[src/rtl/cdm_pkg.sv]
// cdm_pkg: shared constants and helpers for the carry-disregard multiplier.
// Stage count of the base pipeline and the half-product width.
package cdm_pkg;

   localparam int CDM_STAGES_BASE = 2;

   function automatic int cdm_hp_width(input int w);
      return w + w / 2;
   endfunction

endpackage

[src/rtl/cdm_half.sv]
// cdm_half: a x b_half product whose K low columns are XOR-only (no carries).
// Columns at or above K are summed exactly.
module cdm_half
   import cdm_pkg::*;
#(
   parameter int W = 8,
   parameter int K = 0
) (
   input  logic [W-1:0]                 a_i,
   input  logic [W/2-1:0]               b_i,
   output logic [cdm_hp_width(W)-1:0]   p_o
);

   localparam int HW = cdm_hp_width(W);

   logic [HW-1:0] lo_b;
   logic [HW-1:0] hi_s;

   // Low columns toggle a parity bit; high columns accumulate weighted bits.
   always_comb begin
      lo_b = '0;
      hi_s = '0;
      for (int i = 0; i < W; i++) begin
         for (int j = 0; j < W / 2; j++) begin
            if (a_i[i] & b_i[j]) begin
               if (i + j < K) begin
                  lo_b = lo_b ^ (HW'(1) << (i + j));
               end else begin
                  hi_s = hi_s + (HW'(1) << (i + j));
               end
            end
         end
      end
      p_o = hi_s | lo_b;
   end

endmodule

[src/rtl/cdm_pipe.sv]
// cdm_pipe: pipelined approximate multiplier with valid/ready flow control.
// Define CDM_OUT_REG_EN to add a third output register stage.
module cdm_pipe
   import cdm_pkg::*;
#(
   parameter int W    = 8,
   parameter int K_LO = 6,
   parameter int K_HI = 2,
   parameter int TW   = 4
) (
   input  logic            clk,
   input  logic            rst,
   input  logic            in_valid,
   output logic            in_ready,
   input  logic [W-1:0]    a,
   input  logic [W-1:0]    b,
   input  logic [TW-1:0]   in_tag,
   output logic            out_valid,
   input  logic            out_ready,
   output logic [2*W-1:0]  r,
   output logic [TW-1:0]   out_tag
);

   localparam int HW = cdm_hp_width(W);
   localparam int H  = W / 2;

   logic            adv;
   logic [HW-1:0]   plo_d;
   logic [HW-1:0]   phi_d;
   logic            v1_q;
   logic [HW-1:0]   plo_q;
   logic [HW-1:0]   phi_q;
   logic [TW-1:0]   tag1_q;
   logic            v2_q;
   logic [2*W-1:0]  r2_d;
   logic [2*W-1:0]  r2_q;
   logic [TW-1:0]   tag2_q;

   cdm_half #(.W(W), .K(K_LO)) u_lo (
      .a_i (a),
      .b_i (b[H-1:0]),
      .p_o (plo_d)
   );

   cdm_half #(.W(W), .K(K_HI)) u_hi (
      .a_i (a),
      .b_i (b[W-1:H]),
      .p_o (phi_d)
   );

   // One global advance: every stage moves together or holds together.
   assign adv      = out_ready | ~out_valid;
   assign in_ready = adv;
   assign r2_d     = ((2*W)'(phi_q) << H) + (2*W)'(plo_q);

   always_ff @(posedge clk or posedge rst) begin
      if (rst) begin
         v1_q   <= 1'b0;
         plo_q  <= '0;
         phi_q  <= '0;
         tag1_q <= '0;
      end else if (adv) begin
         v1_q   <= in_valid;
         plo_q  <= plo_d;
         phi_q  <= phi_d;
         tag1_q <= in_tag;
      end
   end

   always_ff @(posedge clk or posedge rst) begin
      if (rst) begin
         v2_q   <= 1'b0;
         r2_q   <= '0;
         tag2_q <= '0;
      end else if (adv) begin
         v2_q   <= v1_q;
         r2_q   <= r2_d;
         tag2_q <= tag1_q;
      end
   end

`ifdef CDM_OUT_REG_EN
   logic            v3_q;
   logic [2*W-1:0]  r3_q;
   logic [TW-1:0]   tag3_q;

   always_ff @(posedge clk or posedge rst) begin
      if (rst) begin
         v3_q   <= 1'b0;
         r3_q   <= '0;
         tag3_q <= '0;
      end else if (adv) begin
         v3_q   <= v2_q;
         r3_q   <= r2_q;
         tag3_q <= tag2_q;
      end
   end

   assign out_valid = v3_q;
   assign r         = r3_q;
   assign out_tag   = tag3_q;
`else
   assign out_valid = v2_q;
   assign r         = r2_q;
   assign out_tag   = tag2_q;
`endif

endmodule

[config.mk]
export PLATFORM = sky130hd
export DESIGN_NAME = cdm_pipe
export DESIGN_NICKNAME = d
export VERILOG_FILES = /design/src/rtl/cdm_pkg.sv /design/src/rtl/cdm_half.sv /design/src/rtl/cdm_pipe.sv
export SDC_FILE = /design/constraint.sdc
export NUM_CORES = 1
export LEC_CHECK = 0
export CORE_ASPECT_RATIO = 0.5
export CORE_MARGIN = 5
export CORE_UTILIZATION = 61
export CTS_CLUSTER_SIZE = 40
export DETAILED_ROUTE_END_ITERATION = 16
export HOLD_SLACK_MARGIN = 0.02
export PLACE_DENSITY = 0.92
export SYNTH_ARGS = -nofsm -noshare
export SYNTH_HDL_FRONTEND = slang
export SYNTH_SLANG_ARGS = --single-unit
[constraint.sdc]
create_clock -name clk -period 2.85 [get_ports clk]
set_input_delay 0.57 -clock clk [delete_from_list [all_inputs] [get_ports clk]]
set_output_delay 0.57 -clock clk [all_outputs]
set_load 0.05 [all_outputs]
==> results of run 1 <==
[cells by family after synthesis]
| group | after synthesis | synth area share [%] |
|---|---|---|
| buf+inv | 92 | 5.01 |
| flops | 50 | 17.3 |
| fa+ha+maj | 47 | 8.33 |
| mux | 29 | 4.30 |
| compound gates | 194 | 20.0 |
| simple gates | 408 | 27.9 |
| xor+xnor | 123 | 17.1 |
[Yosys cell counts (19+ instances only)]
cell / n / area share (%)
nand2_1: 173 / 9.0
ha_1: 45 / 7.8
o21ai_0: 34 / 2.4
nor2_1: 53 / 2.7
clkbuf_1: 37 / 1.9
a21oi_1: 47 / 3.2
xor2_1: 30 / 3.6
nand3_1: 52 / 3.6
and3_1: 19 / 1.6
dfrtp_1: 50 / 17
inv_1: 42 / 2.2
xnor2_1: 77 / 9.3
[stage by stage]
stage,utilization [%],std cells
2_1_floorplan,-,943
3_3_place_gp,87.3,1376
3_5_place_dp,87.3,1376
==> metrics, run 1 <==
Top FF cell, synth dfrtp_1; post-synthesis cell count 943; Netlist cell types 106; FF+latch count, synth 50; Async S/R FF share, synth 100%; status stopped before the end; post-cts repair resize count 209; dpl cell area 0.0102 mm²; Post-synth EDFFs 0; Synth Cell Area 0.00724 mm²; Mapped Nets 1014; DIE HEIGHT 87.0 µm; Stop Error [ERROR DPL-0038] Utilization greater than 100%, impossible to legalize; TritonCTS Buffers 5; register area share after synthesis 17.3%; syn_area_per_cell 7.68 µm²; Die Span X 164 µm; synth warn 0; Hold Buf Count CTS 0; Initial Util 61.9%; Rows 28; Setup Fix Bufs, Post-CTS 81; pre-CTS WS -11.67 ns; failing step clock tree synthesis; clock buffer depth 2; hpwl dp 23700 µm; IO Count 46; # H-tree levels 2; Clock Sinks 50; GP Congestion 0.919; root buf cell clkbuf_16; I/O Buffers 45
==> run 2, diff against run 1 <==
CORE_ASPECT_RATIO = not set   (was 0.5)
CORE_UTILIZATION = 40   (was 61)
CTS_CLUSTER_SIZE = not set   (was 40)
HOLD_SLACK_MARGIN = not set   (was 0.02)
PLACE_DENSITY = not set   (was 0.92)
PLACE_DENSITY_LB_ADDON = 0.15   (was not set)
==> metrics, run 2 <==
Mapped Nets 1014 (unchanged); final hold vios 0; CP endpoint kind flip-flop; Post-synth EDFFs 0 (unchanged); total congestion overflow 0; Critical Path RT 3.02 ns; synth cell count leaders nand2_1, xnor2_1, nor2_1 (unchanged); pin count of the biggest net entering global routing 35; maximum clock frequency 77.1 MHz; post-synthesis cell count 943 (unchanged); DRC violations left 0; Netlist cell types 106 (unchanged); vias 8173; CP Buf/Inv Count 15; I/O Buffers 45 (unchanged); setup ws final -10.12 ns; TritonCTS Buffers 5 (unchanged); top post-synthesis cells by area dfrtp_1, xnor2_1, nand2_1 (unchanged); latest clock arrival within the worst-skew pair 0.30 ns; CTS tree built; Setup-failing EPs final 13; status finished, violations left (was stopped before the end); share of post-route cells with drive strength above 1 46.0%; failing checks setup timing; register area share after synthesis 17.3% (unchanged); P_leak 5.52 nW; clock buffer depth 2 (unchanged); post-route ant nets 0; Peak VDD IR 0.756 mV; Worst Max-Slew Pin Slew 0.539 ns; cell with the most instances after synthesis nand2_1 (unchanged); Final Slew Violations 0; Rows 49 (was 28); FF+latch count, synth 50 (unchanged); Hold Buf Count CTS 0 (unchanged); Slowest-stage cell, CP or4_4; drt total wl 22500 µm; dpl cell area 0.0104 mm² (was 0.0102 mm²); Area Overhead vs Synth 67.2%; worst path arrival time 13.13 ns; synth warn 0 (unchanged); Largest register FFs 16; Synth Cell Area 0.00724 mm² (unchanged); ANT cells 0; DRT Pass-1 Iters 5; commonest non-fill, non-tap cell in the layout buf_4; Fill cells 1420; critical path launch point type input pin; Yosys top cell area share 17.3% (unchanged); Slew headroom 64.0%; hpwl dp 16100 µm (was 23700 µm); pre-CTS WS -10.84 ns (was -11.67 ns); wire per inst 14.5 µm; syn_area_per_cell 7.68 µm² (unchanged); WHS Path Cells 2; Most common cell on crit path buf_4; Via density 5.26; CP top delay family XOR/XNOR gates; RSZ-0062 raised after global routing yes; first-pass GRT wire length 36700 µm; # H-tree levels 2 (unchanged); initial antenna violation count 0; core area 0.0179 mm²; Max-Cap Viols 0; Crit Path Class in2reg; Cell Pwr Density 542 mW/mm²; DIE HEIGHT 145 µm (was 87.0 µm); most frequent cells in the layout buf_4, nand2_1, dfrtp_1; setup TNS -62.09 ns; layout net count 1394; Total GRT Usage 20.8%; Die Span X 145 µm (was 164 µm); worst min path class reg2reg; Worst Path Max Fanout 6; cell area after layout 0.0121 mm²; Top FF cell, synth dfrtp_1 (unchanged); worst stage delay on the critical path 0.52 ns; die area 0.0209 mm²; GP Congestion 0.867 (was 0.919); Async S/R FF share, synth 100% (unchanged); post-synth top area cell dfrtp_1 (unchanged); vias in the first global route 8020; Initial Util 40.4% (was 61.9%); cells on worst reg2reg path 11; Clock Sinks 50 (unchanged); Worst-path clk slew 0.07 ns; Final Cycle Share 455%; Fin Clk Skew 0.00752 ns; instance count on the critical path 74; 1st-iter DRT viols 417; IO Count 46 (unchanged); root buf cell clkbuf_16 (unchanged); min Tclk post-route 12.97 ns
==> run 2: cell counts after synthesis <==
Identical to the previous run, type by type.
==> run 2: path summary, 6_finish.rpt <==
path / from / end / slack, ns
setup / recovery: b[7] / phi_q[11] / -10.12
hold / removal: out_tag[2] / out_tag[2] / 0.47
setup reg to reg: plo_q[5] / r[15] / 0.39
max in group asynchronous: rst / plo_q[3] / 1.56
min in group asynchronous: rst / out_valid / 0.66
hold reg to reg: out_tag[2] / out_tag[2] / 0.47
==> run 2: layout make-up <==
cell class                      count  area (µm²)  area share, %
Multi-Input combinational cell    801        6830           56.4
Timing Repair Buffer              422        3420           28.2
Tap cell                          229         287           2.37
Sequential cell                    50        1250           10.3
Clock inverter                      3        25.0          0.207
Clock buffer                        5         125           1.03
Inverter                           43         169           1.40
==> run 2: routing by layer <==
metal  GRT usage [%]  up-vias  share of wire, %
met3           0.992       35               3.3
met2            37.1      162                49
met1            28.4     3864                46
met4            3.63        0               1.6
met5               0        -                 0
li1                -     4112                 -
==> run 2: stage by stage <==
stage / total power (W) / hold WS [ns] / util (%) / instances
after detailed placement: 0.00482 / 0.447 / 58.0 / 1453
after floorplan: 0.00344 / 0.430 / - / 943
after CTS: 0.00620 / 0.471 / 64.9 / 1537
after global placement: 0.00475 / 0.451 / 58.0 / 1453
after global routing: 0.00702 / 0.483 / 67.6 / 1553
final: 0.00656 / 0.467 / 67.6 / 1553
==> run 2: cell families after synthesis <==
logic type	after synthesis	synth area share [%]
simple gates	408	27.9
compound gates	194	20.0
flops	50	17.3
buf+inv	92	5.01
xor+xnor	123	17.1
mux	29	4.30
fa+ha+maj	47	8.33
==> run 2: worst min-delay path, delay by kind of cell (launching register included) <==
family / cells / cell delay, ns
simple gates: 2 / 0.10
flops: 1 / 0.34
==> run 2: power by group <==
group / internal (W) / total (W) / switching [W]
clock: 0.000330 / 0.000595 / 0.000266
sequential: 0.000935 / 0.00107 / 0.000135
combinational: 0.00258 / 0.00489 / 0.00231
==> run 2: repair_timing <==
action | in CTS | in global routing
gates resized for setup | 126 | 69
pin swaps | 96 | 67
setup endpoints to repair | 14 | 14
buffers inserted | 77 | 22
No activity file was read; power rests on OpenSTA's default activity.
==> run 3, diff against run 2 <==
CTS_CLUSTER_DIAMETER = 100   (was not set)
==> results of run 3 <==
No change in the layout: final DEF, timing and power equal those of run 2.
==> run 4, diff against run 3 <==
ABC_AREA = 1   (was not set)
==> metrics, run 4 <==
Initial Util 40.8% (was 40.4%); latest clock arrival within the worst-skew pair 0.29 ns (was 0.30 ns); I/O Buffers 45 (unchanged); commonest non-fill, non-tap cell in the layout buf_4 (unchanged); failing checks setup timing (unchanged); CTS tree built (unchanged); Critical Path Start b[6] (was b[7]); Area Overhead vs Synth 71.8% (was 67.2%); hpwl dp 14000 µm (was 16100 µm); synth cell count leaders nand2_1, inv_1, nand3_1 (was nand2_1, xnor2_1, nor2_1); Fill cells 1292 (was 1420); total congestion overflow 0 (unchanged); clock buffer depth 2 (unchanged); first-pass GRT wire length 32000 µm (was 36700 µm); layout net count 1513 (was 1394); Slew headroom 58.1% (was 64.0%); clock group share of total power 13.6% (was 9.1%); CP endpoint kind flip-flop (unchanged); Setup-failing EPs final 13 (unchanged); RSZ-0062 raised after global routing yes (unchanged); worst stage delay on the critical path 0.27 ns (was 0.52 ns); Final Slew Violations 0 (unchanged); DRT Pass-1 Iters 4 (was 5); setup ws final -6.52 ns (was -10.12 ns); IO Count 46 (unchanged); Total GRT Usage 18.7% (was 20.8%); GP Congestion 0.872 (was 0.867); Async S/R FF share, synth 100% (unchanged); root buf cell clkbuf_16 (unchanged); Via density 4.73 (was 5.26); register area share after synthesis 18.5% (was 17.3%); # H-tree levels 2 (unchanged); RR Startpoint plo_q[4] (was plo_q[5]); Mapped Nets 1167 (was 1014); pre-CTS WS -7.69 ns (was -10.84 ns); Hold WS 0.442 ns (was 0.467 ns); Slowest-stage cell, CP ha_4 (was or4_4); Synth Cell Area 0.00677 mm² (was 0.00724 mm²); most frequent cells in the layout buf_4, nand2_1, inv_1 (was buf_4, nand2_1, dfrtp_1); Logic pwr share 66.3% (was 74.6%); Hold EP out_valid (was out_tag[2]); placed cells 1557 (was 1453); Worst R2R End r[14] (was r[15]); Clock Sinks 50 (unchanged); TritonCTS Buffers 5 (unchanged); Peak VDD IR 0.587 mV (was 0.756 mV); post-route ant nets 0 (unchanged); 1st-iter DRT viols 232 (was 417); cell with the most instances after synthesis nand2_1 (unchanged); Most common cell on crit path nand2_2 (was buf_4); setup TNS -44.26 ns (was -62.09 ns); wire per inst 12.4 µm (was 14.5 µm); hold path start v1_q (was out_tag[2]); Yosys top cell area share 20.2% (was 17.3%); initial antenna violation count 0 (unchanged); post-synthesis cell count 1096 (was 943); Worst Path Max Fanout 3 (was 6); worst path arrival time 9.55 ns (was 13.13 ns); ANT cells 0 (unchanged); Crit Path Class in2reg (unchanged); R2R setup slack 0.24 ns (was 0.39 ns); share of post-route cells with drive strength above 1 51.6% (was 46.0%); core area 0.0166 mm² (was 0.0179 mm²); Cell Int Power 0.00285 W (was 0.00385 W); Critical Path RT 3.04 ns (was 3.02 ns); Die Span X 140 µm (was 145 µm); vias in the first global route 7498 (was 8020); drt total wl 20700 µm (was 22500 µm); P_leak 6.16 nW (was 5.52 nW); critical path launch point type input pin (unchanged); cells on worst reg2reg path 18 (was 11); Rows 47 (was 49); worst min path class reg2reg (unchanged); Worst-path clk slew 0.07 ns (about the same); Switch Pwr 0.00222 W (was 0.00271 W); WHS Path Cells 2 (unchanged); pin count of the biggest net entering global routing 45 (was 35); min Tclk post-route 9.37 ns (was 12.97 ns); DRC violations left 0 (unchanged); status finished, violations left (unchanged); top post-synthesis cells by area nand2_1, dfrtp_1, inv_1 (was dfrtp_1, xnor2_1, nand2_1); Fin Clk Skew 0.00485 ns (was 0.00752 ns); Final Cycle Share 329% (was 455%); final cell count without fillers 1663 (was 1553); vias 7871 (was 8173); synth warn 0 (unchanged); final hold vios 0 (unchanged); FF+latch count, synth 50 (unchanged); Worst Max-Slew Pin Slew 0.628 ns (was 0.539 ns); Netlist cell types 47 (was 106); DIE HEIGHT 140 µm (was 145 µm); Cell Pwr Density 435 mW/mm² (was 542 mW/mm²); syn_area_per_cell 6.18 µm² (was 7.68 µm²); sw frac 43.8% (was 41.3%); post-synth top area cell nand2_1 (was dfrtp_1); Top FF cell, synth dfrtp_1 (unchanged); Max-Cap Viols 0 (unchanged); Reg power frac 20.1% (was 16.3%); Largest register FFs 16 (unchanged); Post-synth EDFFs 0 (unchanged); die area 0.0196 mm² (was 0.0209 mm²); maximum clock frequency 107 MHz (was 77.1 MHz)
## run 4: cells by family after synthesis
| family | share of synthesized area, % |
|---|---|
| buffers and inverters | 12.1 |
| multiplexers | 0.148 |
| adder cells (fa/ha/maj) | 8.91 |
| flip-flops | 18.5 |
| AO/OA/AOI/OAI | 7.10 |
| AND/OR/NAND/NOR | 48.3 |
| XOR/XNOR | 4.92 |
## run 4: how the worst max path moves through the flow
stage	end
6_report	phi_q[11]
3_5_place_dp	phi_q[11]
5_1_grt	phi_q[11]
2_1_floorplan	phi_q[11]
3_3_place_gp	phi_q[11]
4_1_cts	phi_q[11]
## run 4: final cells by class
class                      count  area [µm²]  area share (%)
clock buffer                   5         125            1.08
clock inverter                 3        43.8           0.376
inverter                     182         701            6.02
multi-input combinational    838        6290            54.0
sequential                    50        1250            10.8
tap                          220         275            2.37
timing repair buffer         365        2950            25.4
## run 4: per-stage QoR
step	power (W)	utilization (%)	area, µm²
5_1_grt	0.00541	70.1	11600
4_1_cts	0.00464	64.8	10700
3_3_place_gp	0.00351	57.5	9530
6_report	0.00506	70.1	11600
2_1_floorplan	0.00269	-	7310
3_5_place_dp	0.00356	57.5	9530
## run 4: power by group through the flow
stage / clock network (W) / registers, W / logic, W
floorplan: 0 / 0.00137 / 0.00132
global placement: 0 / 0.00103 / 0.00249
detailed placement: 0 / 0.00103 / 0.00253
CTS: 0.000699 / 0.00102 / 0.00293
global route: 0.000730 / 0.00104 / 0.00364
finish: 0.000689 / 0.00102 / 0.00336
## run 4: per-layer routing
layer	wire length [µm]	share of wire, %	vias to the layer above	track usage [%]
met3	411	2.0	18	1.94
met1	8890	43	3674	23.1
met2	11100	54	68	35.7
li1	-	-	4111	-
met4	227	1.1	0	2.80
met5	0	0	-	0
## run 4: worst max-delay path, delay by kind of cell
family | cells | cell delay [ns]
buffers and inverters | 17 | 0.93
and+or+nand+nor | 56 | 5.05
adders and majority gates | 14 | 2.94
## run 4: what timing repair did
action                                  CTS  global route
pin swaps                                83           127
resized for setup                       146           175
setup buffers                            78            31
endpoints found under the hold margin     0             0
hold buffers                              0             0
endpoints found under the setup margin   14            14
